$ cat src/rtl/instr_fetch_decode.sv
// ============================================================================
// Module   : instr_fetch_decode
// Brief    : Fetch/decode front end. Fetches instruction words over an imem
//            req/ack handshake, holds them in the IR, splits out register
//            address fields and control flags, and hands each instruction
//            downstream over valid/ready. Accepts branch redirects.
//            Optional macro IMEM_TIMEOUT_EN: fetch timeout with sticky
//            fetch_err and automatic request reissue.
// Revision : 1.0 - initial release
// ============================================================================
`default_nettype none

module instr_fetch_decode #(
    parameter logic [31:0] RESET_VECTOR   = 32'h0000_0000,
    parameter logic [7:0]  TIMEOUT_CYCLES = 8'd255
) (
    input  logic        clk,
    input  logic        rst_n,
    output logic        imem_req,
    output logic [31:0] imem_addr,
    input  logic        imem_ack,
    input  logic [31:0] imem_rdata,
    input  logic        branch_valid,
    input  logic [31:0] branch_target,
    output logic        dec_valid,
    input  logic        dec_ready,
    output logic [3:0]  addr_rn,
    output logic [3:0]  addr_rd,
    output logic [3:0]  addr_rs,
    output logic [3:0]  addr_rm,
    output logic        rd_write_en,
    output logic        is_branch,
    output logic        is_link,
    output logic [31:0] pc_out,
    output logic [31:0] pc_next,
    output logic        fetch_err
);

    localparam logic [1:0]  c_st_idle = 2'd0;
    localparam logic [1:0]  c_st_req  = 2'd1;
    localparam logic [1:0]  c_st_out  = 2'd2;
    localparam logic [31:0] c_pc_step = 32'd4;

    logic [1:0]  r_state;
    logic [1:0]  w_state_nxt;
    logic [31:0] r_pc;
    logic [31:0] r_pc_out;
    logic [31:0] r_ir;
    logic [31:0] r_fetch_addr;
    logic        r_drop_pending;

    logic [31:0] w_pc_nxt;
    logic [31:0] w_branch_pc;
    logic        w_capture;
    logic        w_issue;
    logic        w_drop_set;
    logic        w_drop_clr;
    logic        w_timeout;
    logic        w_out;
    logic        w_unused;

    // Redirect targets are always word aligned.
    assign w_branch_pc = {branch_target[31:2], 2'b00};

    // IR bits that no output field uses, plus the ignored target LSBs.
    assign w_unused = ^{r_ir[31:28], r_ir[7:4], branch_target[1:0]};

`ifdef IMEM_TIMEOUT_EN
    logic [7:0] r_to_cnt;
    logic       r_fetch_err;

    assign w_timeout = (r_state == c_st_req) && !imem_ack && (r_to_cnt == TIMEOUT_CYCLES);
    assign fetch_err = r_fetch_err;

    // Wait counter restarts with every issued request; fetch_err is sticky.
    always_ff @(posedge clk) begin
        if (!rst_n) begin
            r_to_cnt    <= 8'd0;
            r_fetch_err <= 1'b0;
        end else begin
            if (w_issue) begin
                r_to_cnt <= 8'd0;
            end else if ((r_state == c_st_req) && !imem_ack) begin
                r_to_cnt <= r_to_cnt + 8'd1;
            end
            if (w_timeout) begin
                r_fetch_err <= 1'b1;
            end
        end
    end
`else
    logic [7:0] w_unused_timeout;

    assign w_unused_timeout = TIMEOUT_CYCLES;
    assign w_timeout        = 1'b0;
    assign fetch_err        = 1'b0;
`endif

    // State register.
    always_ff @(posedge clk) begin
        if (!rst_n) begin
            r_state <= c_st_idle;
        end else begin
            r_state <= w_state_nxt;
        end
    end

    // Next state plus the datapath strobes that go with each transition.
    always_comb begin
        w_state_nxt = r_state;
        w_capture   = 1'b0;
        w_issue     = 1'b0;
        w_drop_set  = 1'b0;
        w_drop_clr  = 1'b0;
        w_pc_nxt    = branch_valid ? w_branch_pc : r_pc;
        case (r_state)
            c_st_idle: begin
                w_state_nxt = c_st_req;
                w_issue     = 1'b1;
            end
            c_st_req: begin
                if (imem_ack) begin
                    if (branch_valid || r_drop_pending) begin
                        // Stale word: throw it away and fetch from the new pc.
                        w_issue    = 1'b1;
                        w_drop_clr = 1'b1;
                    end else begin
                        w_capture   = 1'b1;
                        w_pc_nxt    = r_pc + c_pc_step;
                        w_state_nxt = c_st_out;
                    end
                end else if (w_timeout) begin
                    // The lost request may still answer later; drop that answer.
                    w_issue    = 1'b1;
                    w_drop_set = 1'b1;
                end else if (branch_valid) begin
                    // Bus request cannot be aborted; discard its eventual ack.
                    w_drop_set = 1'b1;
                end
            end
            c_st_out: begin
                if (branch_valid || dec_ready) begin
                    w_state_nxt = c_st_req;
                    w_issue     = 1'b1;
                end
            end
            default: begin
                w_state_nxt = c_st_idle;
            end
        endcase
    end

    // PC, IR and fetch-address registers.
    always_ff @(posedge clk) begin
        if (!rst_n) begin
            r_pc           <= RESET_VECTOR;
            r_pc_out       <= RESET_VECTOR;
            r_ir           <= 32'd0;
            r_fetch_addr   <= 32'd0;
            r_drop_pending <= 1'b0;
        end else begin
            r_pc <= w_pc_nxt;
            if (w_capture) begin
                r_ir     <= imem_rdata;
                r_pc_out <= r_pc;
            end
            if (w_issue) begin
                r_fetch_addr <= w_pc_nxt;
            end
            if (w_drop_set) begin
                r_drop_pending <= 1'b1;
            end else if (w_drop_clr) begin
                r_drop_pending <= 1'b0;
            end
        end
    end

    assign w_out = (r_state == c_st_out);

    // Outputs decoded purely from registered state; fields read zero outside OUT.
    always_comb begin
        imem_req    = (r_state == c_st_req);
        imem_addr   = r_fetch_addr;
        dec_valid   = w_out;
        pc_out      = r_pc_out;
        pc_next     = r_pc_out + c_pc_step;
        addr_rn     = 4'd0;
        addr_rd     = 4'd0;
        addr_rs     = 4'd0;
        addr_rm     = 4'd0;
        rd_write_en = 1'b0;
        is_branch   = 1'b0;
        is_link     = 1'b0;
        if (w_out) begin
            addr_rn     = r_ir[19:16];
            addr_rd     = r_ir[15:12];
            addr_rs     = r_ir[11:8];
            addr_rm     = r_ir[3:0];
            // Data processing except TST/TEQ/CMP/CMN (opcode 10xx), or a load.
            rd_write_en = ((r_ir[27:26] == 2'b00) && (r_ir[24:23] != 2'b10)) ||
                          ((r_ir[27:26] == 2'b01) && r_ir[20]);
            is_branch   = (r_ir[27:25] == 3'b101);
            is_link     = (r_ir[27:25] == 3'b101) && r_ir[24];
        end
    end

endmodule

`default_nettype wire

$ cat config.mk
export PLATFORM = sky130hd
export DESIGN_NAME = instr_fetch_decode
export DESIGN_NICKNAME = d
export VERILOG_FILES = /design/src/rtl/instr_fetch_decode.sv
export SDC_FILE = /design/constraint.sdc
export NUM_CORES = 1
export LEC_CHECK = 0
export CORE_AREA = 8 8 137 139
export CTS_CLUSTER_DIAMETER = 150
export DETAILED_ROUTE_END_ITERATION = 12
export DIE_AREA = 0 0 145 147
export PLACE_DENSITY = 0.62
export SLEW_MARGIN = 0
export SYNTH_ARGS = -nofsm -noshare
export SYNTH_HDL_FRONTEND = slang
export SYNTH_SLANG_ARGS = --single-unit
$ cat constraint.sdc
create_clock -name clk -period 3.7 [get_ports clk]
set_input_delay 0.37 -clock clk [delete_from_list [all_inputs] [get_ports clk]]
set_output_delay 0.37 -clock clk [all_outputs]
set_load 0.05 [all_outputs]
==> results.py <==
metrics = {
    "outcome": {
        "status": "complete, no violations",
    },
    "routing": {
        "viasPerCell": 4.97,
        "ant_nets": 0,
        "drc": 0,
        "first_pass_iters": 5,
        "drt_iter0_markers": 350,
        "routed_wl_um": 18000,
        "vias": 5562,
        "post_drt_wl_per_cell_um": 16.1,
    },
    "cts": {
        "cts_tree": "built",
        "cts_root_buf": "clkbuf_16",
        "path_clk_slew_ns": 0.06,
        "cts_hold_buffers": 0,
        "cts_sinks": 121,
        "cts_buffers": 17,
        "clock_latency_ns": 0.41,
        "post_cts_resized": 0,
        "post_cts_buffers": 0,
        "h-tree-depth": 4,
        "clockBufferDepth": 2,
    },
    "logic_synthesis": {
        "yosys.area.top_type": "dfxtp_1",
        "synth_edf_count": 0,
        "ys_types": 58,
        "synth.avg_cell_area_sq_um": 7.87,
        "synth_nets": 799,
        "syn_inst": 728,
        "seq_area_frac_synth_pct": 42.3,
        "yosys.area.top_type_share_pct": 42.3,
        "ys_ff_latch": 121,
        "async_reset_ff_share_pct": 0,
        "synth_flop_cell": "dfxtp_1",
        "synth_area_sq_um": 5730,
        "yosysWarnings": 0,
        "synthTopCellsByArea": "dfxtp_1 (42%), nand2_1 (12%), a21oi_1 (7.2%)",
    },
    "placed_design": {
        "io_buffers": 173,
        "hpwlAfterDp_um": 13100,
        "gp_congestion": 0.807,
        "dp_slack_ns": 0.755,
        "place_inst": 1087,
    },
    "worst_setup_path": {
        "critical-path-max-stage-delay_ns": 0.82,
        "crit_family": "simple AND/OR/NAND/NOR gates",
        "crit_required_ns": 3.33,
        "path_max_fanout": 6,
        "cp_slowest_cell": "clkdlybuf4s50_1",
        "critPathBufInv": 1,
        "path_cells": "nand3_2, nor4_4, nand2_2, or3_1, xnor2_1, clkdlybuf4s50_1",
        "cp-start-kind": "register",
        "arrival_ns": 2.97,
        "criticalPathCategory": "reg2out",
        "crit_path_end_kind": "primary output",
    },
    "sta": {
        "drv_slew": 0,
        "timing.final.ws_setup_ns": 0.361,
        "hold_viol": 0,
        "period_needed_ns": 3.34,
        "clock_skew_ns": 0.00900,
        "max_slew_margin_pct": 40.3,
        "finalCritPeriodShare_pct": 90.2,
        "tightest_slew_ns": 0.894,
        "setup-violations-final": 0,
        "clock.fmax_mhz": 300,
        "finalSetupTns_ns": 0,
        "rsz0062_at_grt": "false",
    },
    "pwr": {
        "netSwitchingFraction_pct": 28.2,
        "pwr-share-seq_pct": 39.9,
        "combPwrFrac_pct": 14.9,
        "p_leak_nw": 2.95,
        "p_per_area_nw_per_um2": 438,
        "irDropWorstVdd_mv": 0.304,
        "p_int_w": 0.00258,
        "clock_power_share_pct": 45.2,
        "power.switching_w": 0.00101,
    },
    "global_routing": {
        "antenna_found_initial": 0,
        "grt_remaining_overflow": 0,
        "grt_use_total_pct": 17.0,
        "grt_pass1_vias": 5410,
        "grt_max_degree": 56,
        "grt_pass1_wl_um": 29600,
    },
    "layout": {
        "regArea_sq_um": 2420,
        "drive_gt1_share_pct": 7.38,
        "multi_input_area_sq_um": 3040,
        "final_cell_count_no_fill": 1119,
        "num_antenna_cells": 0,
        "syn_to_final_growth_pct": 43.5,
        "nets": 952,
        "fillers": 1679,
        "utilization_pct": 49.0,
    },
    "floorplan": {
        "placementRows": 48,
        "die_h_um": 147,
        "ios": 187,
        "fp.dieW_um": 145,
        "core_sq_um": 16800,
        "initial_core_util_pct": 34.2,
        "die_area_sq_um": 21300,
    },
    "hold_path": {
        "hold_class": "reg2reg",
    },
    "job": {
        "drv_cap": 0,
    },
}
metal layers:
metal	share of wire, %	track usage (%)	vias up
li1	-	-	2793
met1	47	23.2	2606
met2	45	25.7	154
met3	6.7	4.80	9
met4	0.70	4.42	0
met5	0	0	-
layout by cell type, fill, tap and decap left out, types with 3 or more instances in the layout:
| cell type | Yosys | layout |
|---|---|---|
| clkinvlp_4 | 0 | 6 |
| inv_1 | 8 | 8 |
| o31ai_1 | 4 | 4 |
| a211oi_1 | 8 | 8 |
| xor2_1 | 13 | 13 |
| or3_1 | 3 | 3 |
| a31oi_1 | 3 | 3 |
| nand2b_1 | 4 | 4 |
| a21oi_1 | 82 | 82 |
| nor3_2 | 7 | 7 |
| and4_1 | 6 | 6 |
| nand3_1 | 27 | 27 |
| dfxtp_1 | 121 | 121 |
| nor3_1 | 15 | 15 |
| nand4_1 | 15 | 15 |
| mux2i_1 | 9 | 9 |
| nand2_1 | 176 | 175 |
| o21ai_1 | 22 | 22 |
| nor2_1 | 34 | 33 |
| clkinv_4 | 0 | 3 |
| and3_1 | 12 | 12 |
| and2_1 | 23 | 23 |
| clkdlybuf4s50_1 | 0 | 173 |
| xnor2_1 | 31 | 31 |
| clkbuf_16 | 0 | 17 |
| buf_4 | 5 | 13 |
| o21ai_0 | 12 | 12 |
| nor2b_1 | 3 | 3 |
synthesized netlist by cell type (11+ instances only):
cell type,number
o21ai_1,22
o21ai_0,12
and3_1,12
nand2_1,176
buf_2,11
xor2_1,13
nand4_1,15
nand3_1,27
xnor2_1,31
nor3_1,15
clkbuf_1,30
and2_1,23
dfxtp_1,121
a21oi_1,82
nor2_1,34
cells by family after synthesis:
kind of cell / after synthesis / synth area share (%)
AND/OR/NAND/NOR: 337 / 28.7
AO/OA/AOI/OAI: 150 / 15.2
flip-flops: 121 / 42.3
buffers and inverters: 63 / 4.83
XOR/XNOR: 44 / 6.73
multiplexers: 10 / 1.77
adder cells (fa/ha/maj): 2 / 0.437
other: 1 / 0.0655
sequential cells by signal (all words and copies together) (netlist names):
name,flops
pc_out,32
r_ir,22
r_state,2
r_pc,32
imem_addr,32
r_drop_pending,1
cell type report:
| class | count | share of cell area (%) |
|---|---|---|
| clock inverter | 14 | 1.83 |
| inverter | 10 | 0.457 |
| multi-input combinational | 544 | 37.0 |
| tap | 225 | 3.43 |
| sequential | 121 | 29.5 |
| timing repair buffer | 187 | 22.5 |
| clock buffer | 18 | 5.34 |
power by group through the flow:
stage | Sequential [W] | Clock (W) | Combinational, W
floorplan | 0.00156 | 0 | 0.000213
global placement | 0.00146 | 0 | 0.000535
detailed placement | 0.00146 | 0 | 0.000538
CTS | 0.00143 | 0.00165 | 0.000541
global route | 0.00144 | 0.00172 | 0.000578
finish | 0.00144 | 0.00163 | 0.000537
worst min-delay path, stage by stage (launching register included):
cell     delay [ns]
dfxtp_1        0.30
nand2_1        0.05
a21oi_1        0.05
path summary, 6_finish.rpt:
kind,start,endpoint,slack [ns],cells after the start
max,pc_out[4],pc_next[23],0.36,6
min,r_ir[16],r_ir[16],0.45,2
max reg2reg,r_pc[5],r_pc[17],1.57,5
min reg2reg,r_ir[16],r_ir[16],0.45,2
stage by stage:
step / total power, W / cell area [sq um] / hold WS, ns
2_1_floorplan: 0.00178 / 5730 / 0.432
3_3_place_gp: 0.00200 / 7630 / 0.438
3_5_place_dp: 0.00200 / 7630 / 0.443
4_1_cts: 0.00363 / 8220 / 0.451
5_1_grt: 0.00374 / 8220 / 0.465
6_report: 0.00360 / 8220 / 0.450
No activity file was read; power rests on OpenSTA's default activity.
